## config.mk

```make
export PLATFORM = sky130hd
export DESIGN_NAME = io_uart_tx
export DESIGN_NICKNAME = d
export VERILOG_FILES = /design/src/rtl/io_uart_pkg.sv /design/src/rtl/sync_fifo.sv /design/src/rtl/io_uart_tx.sv
export SDC_FILE = /design/constraint.sdc
export NUM_CORES = 1
export LEC_CHECK = 0
export BUFFER_PORTS_ARGS = -buffer_cell sky130_fd_sc_hd__buf_2
export CORE_MARGIN = 2
export CORE_UTILIZATION = 57
export CTS_CLUSTER_DIAMETER = 120
export DETAILED_ROUTE_END_ITERATION = 8
export PLACE_DENSITY = 0.77
export SYNTH_ARGS = -nofsm -noshare
export SYNTH_HDL_FRONTEND = slang
export SYNTH_SLANG_ARGS = --single-unit
```

## constraint.sdc

```tcl
create_clock -name clk -period 6.3 [get_ports clk]
set_input_delay 1.26 -clock clk [delete_from_list [all_inputs] [get_ports clk]]
set_output_delay 1.26 -clock clk [all_outputs]
set_load 0.02 [all_outputs]
```

## src/rtl/io_uart_pkg.sv

```systemverilog
// Shared constants for the io_uart_tx register block: offsets, STATUS bit positions, FSM states.
package io_uart_pkg;

    // Register select values, taken from io_addr[3:2]
    localparam logic [1:0] TXDATA_OFF  = 2'd0;  // byte offset 0x0
    localparam logic [1:0] STATUS_OFF  = 2'd1;  // byte offset 0x4
    localparam logic [1:0] DIVISOR_OFF = 2'd2;  // byte offset 0x8

    localparam int STAT_FULL    = 0;
    localparam int STAT_EMPTY   = 1;
    localparam int STAT_BUSY    = 2;
    localparam int STAT_OVF     = 3;
    localparam int STAT_CNT_LSB = 8;
    localparam int STAT_CNT_W   = 4;

    typedef logic [2:0] uart_tx_state_t;

    localparam uart_tx_state_t S_IDLE   = 3'd0;
    localparam uart_tx_state_t S_START  = 3'd1;
    localparam uart_tx_state_t S_DATA   = 3'd2;
    localparam uart_tx_state_t S_PARITY = 3'd3;
    localparam uart_tx_state_t S_STOP   = 3'd4;

    // A zero divisor would never finish a bit; run it as one clock per bit instead.
    function automatic logic [15:0] eff_div(input logic [15:0] d);
        return (d == 16'd0) ? 16'd1 : d;
    endfunction

endpackage

```

## src/rtl/sync_fifo.sv

```systemverilog
// Single-clock FIFO with registered pointers and an occupancy counter; DEPTH must be a power of 2.
module sync_fifo #(
    parameter int WIDTH = 8,
    parameter int DEPTH = 8
) (
    input  logic                     clk,
    input  logic                     rst_n,
    input  logic                     push,
    input  logic [WIDTH-1:0]         wdata,
    input  logic                     pop,
    output logic [WIDTH-1:0]         rdata,
    output logic                     full,
    output logic                     empty,
    output logic [$clog2(DEPTH):0]   count
);

    localparam int AW = $clog2(DEPTH);

    logic [WIDTH-1:0] mem [DEPTH];
    logic [AW-1:0]    wr_ptr;
    logic [AW-1:0]    rd_ptr;
    logic             do_push;
    logic             do_pop;

    // Full is judged before any same-cycle pop, so a pop never makes room for a simultaneous push.
    assign full    = (count == (AW+1)'(DEPTH));
    assign empty   = (count == '0);
    assign do_push = push && !full;
    assign do_pop  = pop && !empty;
    assign rdata   = mem[rd_ptr];

    always_ff @(posedge clk) begin
        if (do_push) mem[wr_ptr] <= wdata;
    end

    always_ff @(posedge clk or negedge rst_n) begin
        if (!rst_n) begin
            wr_ptr <= '0;
            rd_ptr <= '0;
            count  <= '0;
        end else begin
            if (do_push) wr_ptr <= wr_ptr + 1'b1;
            if (do_pop)  rd_ptr <= rd_ptr + 1'b1;
            case ({do_push, do_pop})
                2'b10:   count <= count + 1'b1;
                2'b01:   count <= count - 1'b1;
                default: count <= count;
            endcase
        end
    end

endmodule

```

## src/rtl/io_uart_tx.sv

```systemverilog
// Memory-mapped UART transmitter: TX FIFO fed by bus stores, serialised as 8N1 frames.
// Define IO_UART_PARITY_EN to insert an even-parity bit (8E1).
module io_uart_tx
    import io_uart_pkg::*;
#(
    parameter logic [31:0] BASE_ADDR     = 32'h0001_0000,
    parameter int          FIFO_DEPTH    = 8,
    parameter logic [15:0] CLK_DIV_RESET = 16'd434
) (
    input  logic        clk,
    input  logic        rst_n,
    input  logic [31:0] io_addr,
    output logic [31:0] io_read_data,
    input  logic [31:0] io_write_data,
    input  logic        io_write_en,
    output logic        uart_tx
);

    localparam int CW = $clog2(FIFO_DEPTH) + 1;

    logic           sel;
    logic [1:0]     rsel;
    logic           wr_txdata;
    logic           wr_status;
    logic           wr_divisor;

    logic [15:0]    divisor;
    logic           overflow;

    logic           fifo_pop;
    logic [7:0]     fifo_head;
    logic           fifo_full;
    logic           fifo_empty;
    logic [CW-1:0]  fifo_count;

    uart_tx_state_t state;
    logic [15:0]    div_lat;
    logic [15:0]    baud_cnt;
    logic [2:0]     bit_cnt;
    logic [7:0]     shreg;
    logic           bit_end;
`ifdef IO_UART_PARITY_EN
    logic           par_bit;
`endif

    logic unused_bits;
    assign unused_bits = &{1'b0, io_addr[1:0], io_write_data[31:16]};

    // ---------------- register decode ----------------
    assign sel        = (io_addr[31:4] == BASE_ADDR[31:4]);
    assign rsel       = io_addr[3:2];
    assign wr_txdata  = io_write_en && sel && (rsel == TXDATA_OFF);
    assign wr_status  = io_write_en && sel && (rsel == STATUS_OFF);
    assign wr_divisor = io_write_en && sel && (rsel == DIVISOR_OFF);

    always_ff @(posedge clk or negedge rst_n) begin
        if (!rst_n) begin
            divisor  <= CLK_DIV_RESET;
            overflow <= 1'b0;
        end else begin
            if (wr_divisor) divisor <= io_write_data[15:0];
            if (wr_txdata && fifo_full)
                overflow <= 1'b1;
            else if (wr_status && io_write_data[STAT_OVF])
                overflow <= 1'b0;
        end
    end

    // Reads are side-effect free: the bus has no read strobe.
    always_comb begin
        io_read_data = '0;
        if (sel) begin
            case (rsel)
                STATUS_OFF: begin
                    io_read_data[STAT_FULL]  = fifo_full;
                    io_read_data[STAT_EMPTY] = fifo_empty;
                    io_read_data[STAT_BUSY]  = (state != S_IDLE);
                    io_read_data[STAT_OVF]   = overflow;
                    io_read_data[STAT_CNT_LSB +: STAT_CNT_W] = STAT_CNT_W'(fifo_count);
                end
                DIVISOR_OFF: io_read_data[15:0] = divisor;
                default:     io_read_data = '0;
            endcase
        end
    end

    // ---------------- TX FIFO ----------------
    assign fifo_pop = (state == S_IDLE) && !fifo_empty;

    sync_fifo #(
        .WIDTH (8),
        .DEPTH (FIFO_DEPTH)
    ) u_fifo (
        .clk   (clk),
        .rst_n (rst_n),
        .push  (wr_txdata),
        .wdata (io_write_data[7:0]),
        .pop   (fifo_pop),
        .rdata (fifo_head),
        .full  (fifo_full),
        .empty (fifo_empty),
        .count (fifo_count)
    );

    // ---------------- baud FSM ----------------
    assign bit_end = (baud_cnt == div_lat - 16'd1);

    // uart_tx is assigned alongside each transition so the line is a clean flop output.
    always_ff @(posedge clk or negedge rst_n) begin
        if (!rst_n) begin
            state    <= S_IDLE;
            uart_tx  <= 1'b1;
            div_lat  <= 16'd1;
            baud_cnt <= '0;
            bit_cnt  <= '0;
            shreg    <= '0;
`ifdef IO_UART_PARITY_EN
            par_bit  <= 1'b0;
`endif
        end else begin
            case (state)
                S_IDLE: begin
                    uart_tx <= 1'b1;
                    if (!fifo_empty) begin
                        state    <= S_START;
                        shreg    <= fifo_head;
                        div_lat  <= eff_div(divisor);
                        baud_cnt <= '0;
                        bit_cnt  <= '0;
                        uart_tx  <= 1'b0;
`ifdef IO_UART_PARITY_EN
                        par_bit  <= ^fifo_head;
`endif
                    end
                end
                S_START: begin
                    if (bit_end) begin
                        state    <= S_DATA;
                        baud_cnt <= '0;
                        uart_tx  <= shreg[0];
                    end else begin
                        baud_cnt <= baud_cnt + 16'd1;
                    end
                end
                S_DATA: begin
                    if (bit_end) begin
                        baud_cnt <= '0;
                        if (bit_cnt == 3'd7) begin
`ifdef IO_UART_PARITY_EN
                            state   <= S_PARITY;
                            uart_tx <= par_bit;
`else
                            state   <= S_STOP;
                            uart_tx <= 1'b1;
`endif
                        end else begin
                            bit_cnt <= bit_cnt + 3'd1;
                            shreg   <= {1'b0, shreg[7:1]};
                            uart_tx <= shreg[1];
                        end
                    end else begin
                        baud_cnt <= baud_cnt + 16'd1;
                    end
                end
`ifdef IO_UART_PARITY_EN
                S_PARITY: begin
                    if (bit_end) begin
                        state    <= S_STOP;
                        baud_cnt <= '0;
                        uart_tx  <= 1'b1;
                    end else begin
                        baud_cnt <= baud_cnt + 16'd1;
                    end
                end
`endif
                S_STOP: begin
                    uart_tx <= 1'b1;
                    if (bit_end) begin
                        state    <= S_IDLE;
                        baud_cnt <= '0;
                    end else begin
                        baud_cnt <= baud_cnt + 16'd1;
                    end
                end
                default: begin
                    state   <= S_IDLE;
                    uart_tx <= 1'b1;
                end
            endcase
        end
    end

endmodule

```

After elaboration in Yosys (flattened, before gate mapping):

Memories as Yosys holds them, arrays and structs flattened.
Index checks and enable logic that the tools add are counted.
Widths: inputs -> output; s select.

* add/sub/neg operators: 7
* equal/unequal tests: 17
* mux-type cells: 33
* bitwise operators: 1
* reduce and logical (&&, ||, !) cells: 26

Operator list (number)
* $mux 16: 4
* $pmux 16 s2: 1
* $eq 28x13->1 const B: 1
* $mux 3: 8
* $mux 8: 3
* $pmux 4 s2: 3
* $add 16x1->16 const B: 1
* $eq 16x16->1: 1
* $logic_not 16->1: 1
* $pmux 8 s2: 1
* $sub 16x1->16 const B: 1
* $ne 2x2->1 const B: 6
* $pmux 3 s4: 1
* $add 3x1->3 const B: 3
* $logic_and 1x1->1: 9
* $mux 1: 8
* $mux 4: 2
* $reduce_bool 2->1: 4
* $eq 3x3->1 const B: 2
* $pmux 3 s2: 1
* $reduce_and 2->1: 3
* $reduce_and 5->1: 1
* $add 4x1->4 const B: 1
* $eq 2x1->1 const B: 2
* 14 further kinds: 16

* flip-flop bits (word level): 74
* memory bits (writable): 64
* bits of input ports: 67
* logic and storage cells: 96
* memories kept: 1

Memory list
* u_fifo.mem: depth 8, bits a word 8, read ports 1, clocked after Yosys merged registers in 0, wr ports 1, RTL line sync_fifo.sv:19 `logic [WIDTH-1:0] mem [DEPTH];`

Longest topological paths before layout:

Gate-level depths: netlist of the first run.

* depth in word-level cells: 6
* depth in mapped cells: 14

Hierarchy:

From an unflattened synthesis of the first run, not the netlist that was laid out.

* cells, all modules: 600
* area total of the unflattened synthesis: 7078.0 µm²

Modules (own cells, without submodules)
* io_uart_tx: instances 1, cells an instance 440, area each 3943.8 µm², sequential area each 1610.3 µm²
* sync_fifo: instances 1, cells an instance 160, area each 3134.3 µm², sequential area each 2172.1 µm²

Worst setup path before layout of the first run:

No wires, ideal clock.

* kind: input-to-output
* start point: input io_addr[14]
* end point: output io_read_data[2]
* arrival time: 2.532 ns
* data required time: 5.040 ns
* setup slack: 2.508 ns
* stages: 6
* buffers on the path: 1
* cells stage by stage: nor4b_1 nand4_1 nor2_1 clkbuf_1 nand2_1 a21oi_1

* cells in the longest elaborated chain, start to end: 2

RTL lines
* from (decl): RTL line io_uart_tx.sv:12 `input logic [31:0] io_addr,`
* $eq 28x13->1: RTL line io_uart_tx.sv:50 `assign sel = (io_addr[31:4] == BASE_ADDR[31:4]);`
* $mux 16: RTL line io_uart_tx.sv:72 `if (sel) begin`
* to (decl): RTL line io_uart_tx.sv:13 `output logic [31:0] io_read_data,`

No other way between the ends.

Final worst setup path of the first run:

* start point: input io_addr[11]
* end point: output io_read_data[2]

The elaborated chain is that of the path after synthesis.

==> results of run 1 <==
## state kept, by name, indices dropped and copies added, names as in the netlist
| signal | flops |
|---|---|
| u_fifo.wr_ptr | 3 |
| uart_tx | 1 |
| overflow | 1 |
| u_fifo.count | 4 |
| baud_cnt | 16 |
| shreg | 8 |
| state | 3 |
| u_fifo.mem | 64 |
| bit_cnt | 3 |
| u_fifo.rd_ptr | 3 |
| div_lat | 16 |
| divisor | 16 |
## worst register-to-register path, stage by stage (launching register included)
cell,delay (ns)
dfrtp_1,0.45
nor4_1,0.61
or4_1,0.88
inv_1,0.60
ha_1,0.43
ha_1,0.28
a21o_1,0.17
a21oi_1,0.18
xnor2_1,0.15
nor2_1,0.07
xor2_1,0.15
## metal layers
metal / share of wire, % / GRT usage (%) / wire length, um / up-vias
li1: - / - / - / 2337
met2: 50 / 40.9 / 7510 / 201
met5: 0 / 0 / 0 / -
met3: 6.1 / 5.82 / 905 / 22
met4: 1.3 / 6.75 / 195 / 0
met1: 42 / 31.6 / 6350 / 2473
## power groups by stage
stage	combinational [mW]	sequential (mW)	clock [mW]
global placement	0.0466	0.966	0
finish	0.0483	0.949	0.928
global route	0.0540	0.948	0.973
detailed placement	0.0484	0.966	0
floorplan	0.0236	0.965	0
CTS	0.0488	0.949	0.934
## cell families after synthesis
| logic type | after synthesis |
|---|---|
| XOR/XNOR | 27 |
| AND/OR/NAND/NOR | 232 |
| adder cells (fa/ha/maj) | 13 |
| multiplexers | 43 |
| other | 1 |
| buffers and inverters | 68 |
| flip-flops | 138 |
| AO/OA/AOI/OAI | 89 |
## synth_stat cells, drive strengths merged (19+ instances only)
cell type  instances
nand2             77
and3              19
mux2              24
dfrtp             67
buf               27
nor4              23
nand3             19
xnor2             22
nor2              43
clkbuf            27
edfxtp            64
## how the worst min path moves through the flow
stage	end	slack, ns	start	cells past startpoint
3_3_place_gp	overflow	0.47	overflow	2
6_report	div_lat[15]	0.50	div_lat[15]	2
5_1_grt	div_lat[5]	0.52	divisor[5]	2
4_1_cts	div_lat[15]	0.50	div_lat[15]	2
2_1_floorplan	overflow	0.45	overflow	2
3_5_place_dp	div_lat[15]	0.49	div_lat[15]	2
## cell type report
cell class / count / share of cell area (%)
Sequential cell: 138 / 48.3
Tap cell: 147 / 2.35
Multi-Input combinational cell: 420 / 37.2
Clock buffer: 17 / 5.43
Inverter: 14 / 0.671
Clock inverter: 15 / 1.57
Timing Repair Buffer: 68 / 4.47
==> flow_metrics.tcl, run 1 <==
set metrics [dict create \
    status "complete, no violations" \
    yosysWarningCount 0 \
    gp_congestion 0.796 \
    synth_edf_count 64 \
    fin_skew_ns 0.00701 \
    worst-setup-path-type "in2out" \
    ctsResizeCount 0 \
    switching_power_mw 0.424 \
    period_minus_slack_ns 4.28 \
    setup_tns_ns 0 \
    grt_pass1_vias 4967 \
    final_area_mm2 0.00783 \
    ys.flop_type "dfrtp_1" \
    setup.worst_path.start "io_addr[11]" \
    synthAdderAreaFrac_pct 2.44 \
    grt_usage_pct 24.3 \
    die_w_um 115 \
    place_inst 787 \
    clk_latency_ns 0.43 \
    htreeDepth 4 \
    ir_drop_v 0.000236 \
    grt_pass1_wl_mm 24.6 \
    synth_top_family_by_area "simple AND/OR/NAND/NOR gates" \
    antenna_cells 0 \
    cp_cell_sequence "buf_2, nor4_1, nand4_1, nor2_1, nand2_1, a21oi_1, buf_2" \
    crit_path_end "io_read_data[2]" \
    cts_tree "done" \
    grt_max_degree 75 \
    synth_compound_area_share_pct 9.09 \
    avgSynthCellArea_um2 11.4 \
    dr_total_vias 5033 \
    rsz0062_at_grt "false" \
    die-area_mm2 0.0131 \
    cp.depth 7 \
    synth_seq_cells 138 \
    synth.largest_area_cell "edfxtp_1" \
    postCtsHoldBufs 0 \
    cp_max_fo 11 \
    reg2reg_depth 10 \
    routedWlPerCell_um 18.3 \
    drive_above_1_share_pct 22.6 \
    via_per_inst 6.15 \
    timing.hold.ws_ns 0.503 \
    dr.pass1.iters 5 \
    initial_core_util_pct 58.2 \
    hold_violations 0 \
    finalCritPeriodShare_pct 67.9 \
    rows 40 \
    fin_cells 819 \
    wl_mm 15.0 \
    synth_cell_types 58 \
    fillers 839 \
    hp-class "reg2reg" \
    final_cell_mix "77 x nand2_1, 67 x dfrtp_1, 64 x buf_2, 64 x edfxtp_1, 43 x nor2_1" \
    path_buf_inv 2 \
    clk_path_buf_depth 2 \
    numClockSinks 138 \
    tightest_slew_ns 1.09 \
    die-height_um 115 \
    ant_nets 0 \
    p_int_mw 1.50 \
    pre_cts_ws_ns 2.03 \
    ff2ff_setup_slack_ns 2.22 \
    synth_area_leaders "edfxtp_1 28%, dfrtp_1 24%, mux4_2 5.2%, nand2_1 4.2%, mux2_2 3.9%" \
    crit_arrival_ns 3.02 \
    multi_input_area_mm2 0.00291 \
    yosys.area_share.xor_xnor_pct 3.40 \
    fmax_mhz 234 \
    cp_top_family "simple AND/OR/NAND/NOR gates" \
    async_flop_share_pct 53.6 \
    final_core_util_pct 65.5 \
    postCtsSetupRepairBufs 0 \
    synth_top_area_share_pct 27.6 \
    slew_headroom_pct 27.6 \
    coreArea_mm2 0.0120 \
    final-setup-viol-count 0 \
    dpl_cell_area_mm2 0.00728 \
    antenna_found_initial 0 \
    syn_to_final_growth_pct 12.5 \
    drt_iter0_drc 362 \
    required_ns 5.04 \
    regArea_mm2 0.00378 \
    power_frac_seq_pct 49.3 \
    pwr-share-comb_pct 2.5 \
    portBuffers 65 \
    yosysSeqAreaShare_pct 54.3 \
    dp.final_hpwl_mm 10.2 \
    postSynthCellCount 611 \
    synth-simple-area-share_pct 16.6 \
    clkPwrFrac_pct 48.2 \
    muxShareOfSynthArea_pct 9.49 \
    final_common_cell "nand2_1" \
    slowest_stage "nor2_1" \
    r2r_start "u_fifo.count[1]" \
    endpoint_kind "primary output" \
    nets 739 \
    critPathMaxStageDelay_ns 0.51 \
    timing.rr.end "u_fifo.count[3]" \
    cts_buffers 17 \
    p_leak_nw 3.28 \
    setup.worst_path.start_class "primary input" \
    io_pins 100 \
    grt_overflow 0 \
    power_mw 1.93 \
    cts-root-buf "clkbuf_16" \
    power.density_mw_per_mm2 246 \
    crit_top_cell "buf_2" \
    p_sw_share_pct 22.0 \
    syn_area_mm2 0.00696 \
    clkTransAtPathRegs_ns 0.06 \
    drv_cap 0 \
    worst_slack_ns 2.02 \
    final_max_slew_viol_count 0 \
    drc 0 \
]
No activity file was read; power rests on OpenSTA's default activity.
==> inputs of run 2 (changes only) <==
Clock period 6.3 ns to 4.4 ns, I/O delays scaled along.
==> run 2 against run 1 <==
Die area is the same. Final cell count grew 0.37%. Clock power grew 42%. Sequential cell count is the same. Register-to-register slack lost 1.6 ns. Combinational power grew 43%. Total power grew 43%. First-iteration DRC count grew 28%. Critical path type is now reg2reg.
==> flow_metrics.tcl, run 2 (same netlist as run 1, synthesis figures left out) <==
set metrics [dict create \
    status "complete, no violations" \
    hold_path_depth 2 \
    timing.rr.end "bit_cnt[1]" \
    antenna_found_initial 0 \
    grt_max_degree 75 \
    min_from "divisor[4]" \
    cts-root-buf "clkbuf_16" \
    gp_congestion 0.807 \
    numClockSinks 138 \
    wl_mm 15.1 \
    die-height_um 115 \
    final-setup-viol-count 0 \
    setup_tns_ns 0 \
    hold_end "div_lat[4]" \
    worst-setup-path-type "reg2reg" \
    clkTransAtPathRegs_ns 0.06 \
    grt_overflow 0 \
    drv_cap 0 \
    nets 742 \
    dr_total_vias 5138 \
    die_w_um 115 \
    rows 40 \
    drc 0 \
    cts_buffers 17 \
    dp.final_hpwl_mm 10.1 \
    power.density_mw_per_mm2 350 \
    ctsResizeCount 0 \
    drive_above_1_share_pct 22.8 \
    fmax_mhz 265 \
    dr.pass1.iters 7 \
    postCtsHoldBufs 0 \
    period_minus_slack_ns 3.77 \
    grt_usage_pct 24.8 \
    ant_nets 0 \
    drt_iter0_drc 464 \
    initial_core_util_pct 58.2 \
    hold_violations 0 \
    hp-class "reg2reg" \
    cts_tree "done" \
    postCtsSetupRepairBufs 0 \
    grt_pass1_vias 4898 \
    via_per_inst 6.25 \
    largest_reg_flops 64 \
    clk_latency_ns 0.42 \
    antenna_cells 0 \
    finalCritPeriodShare_pct 85.6 \
    grt_pass1_wl_mm 24.9 \
    dpl_cell_area_mm2 0.00731 \
    clk_path_buf_depth 2 \
    crit_arrival_ns 4.08 \
    die-area_mm2 0.0131 \
    worst_slack_ns 0.633 \
    htreeDepth 4 \
    rsz0062_at_grt "false" \
    max_flop_register "u_fifo.mem" \
    final_max_slew_viol_count 0 \
    final_cell_mix "77 x nand2_1, 67 x dfrtp_1, 64 x buf_2, 64 x edfxtp_1, 43 x nor2_1" \
    p_leak_nw 3.28 \
    ff2ff_setup_slack_ns 0.63 \
    r2r_start "div_lat[1]" \
    fin_skew_ns 0.00744 \
    coreArea_mm2 0.0120 \
    final_area_mm2 0.00786 \
    slew_headroom_pct 26.8 \
    syn_to_final_growth_pct 12.9 \
    tightest_slew_ns 1.10 \
    portBuffers 65 \
    final_common_cell "nand2_1" \
    endpoint_kind "flip-flop" \
    ir_drop_v 0.000398 \
    pre_cts_ws_ns 0.678 \
    setup.worst_path.start_class "flip-flop" \
    required_ns 4.71 \
    routedWlPerCell_um 18.4 \
    reg2reg_depth 11 \
    cp_max_fo 26 \
    io_pins 100 \
]
[run 2: area by class of cell]
type,count,area [um2]
sequential,138,3780
fill,843,4100
timing repair buffer,71,373
clock buffer,17,425
multi-input combinational,420,2910
inverter,14,52.6
clock inverter,15,126
tap,147,184
[run 2: metal layers]
| metal | vias up | global-route usage (%) | routed length [um] |
|---|---|---|---|
| met2 | 222 | 40.7 | 7480 |
| met1 | 2538 | 33.0 | 6410 |
| met4 | 0 | 7.72 | 255 |
| met5 | - | 0 | 0 |
| li1 | 2344 | - | - |
| met3 | 34 | 5.93 | 998 |
[run 2: power by group]
part / leakage, nW / switching (mW) / total (mW) / internal, mW
Combinational: 1.45 / 0.0482 / 0.0689 / 0.0207
Sequential: 1.58 / 0.00296 / 1.36 / 1.36
Clock: 0.252 / 0.547 / 1.32 / 0.772
[run 2: stage by stage]
step	instances	hold WS [ns]	power (mW)	util, %
after floorplan	626	0.449	1.42	-
after global placement	790	0.465	1.45	61.1
after detailed placement	790	0.494	1.45	61.1
after CTS	822	0.499	2.76	65.7
after global routing	822	0.533	2.82	65.7
final	822	0.495	2.75	65.7
[run 2: worst max path at each step]
| stage | slack (ns) | cells past startpoint | start | to |
|---|---|---|---|---|
| floorplan | 1.22 | 14 | io_addr[14] | u_fifo.count[3] |
| global placement | 0.74 | 11 | div_lat[0] | bit_cnt[1] |
| detailed placement | 0.68 | 11 | div_lat[1] | bit_cnt[1] |
| CTS | 0.67 | 11 | div_lat[1] | bit_cnt[1] |
| global route | 0.44 | 11 | div_lat[1] | shreg[0] |
| finish | 0.63 | 11 | div_lat[1] | bit_cnt[1] |
[run 2: worst max-delay path, cell delays in order (launching register included)]
cell,delay [ns]
dfrtp_1,0.39
inv_1,0.08
ha_1,0.20
or4b_1,0.58
or4b_1,0.54
a21oi_1,0.16
o32a_1,0.16
nand4_1,0.08
a2111o_1,0.66
buf_4,0.33
and3_1,0.20
a211o_1,0.25
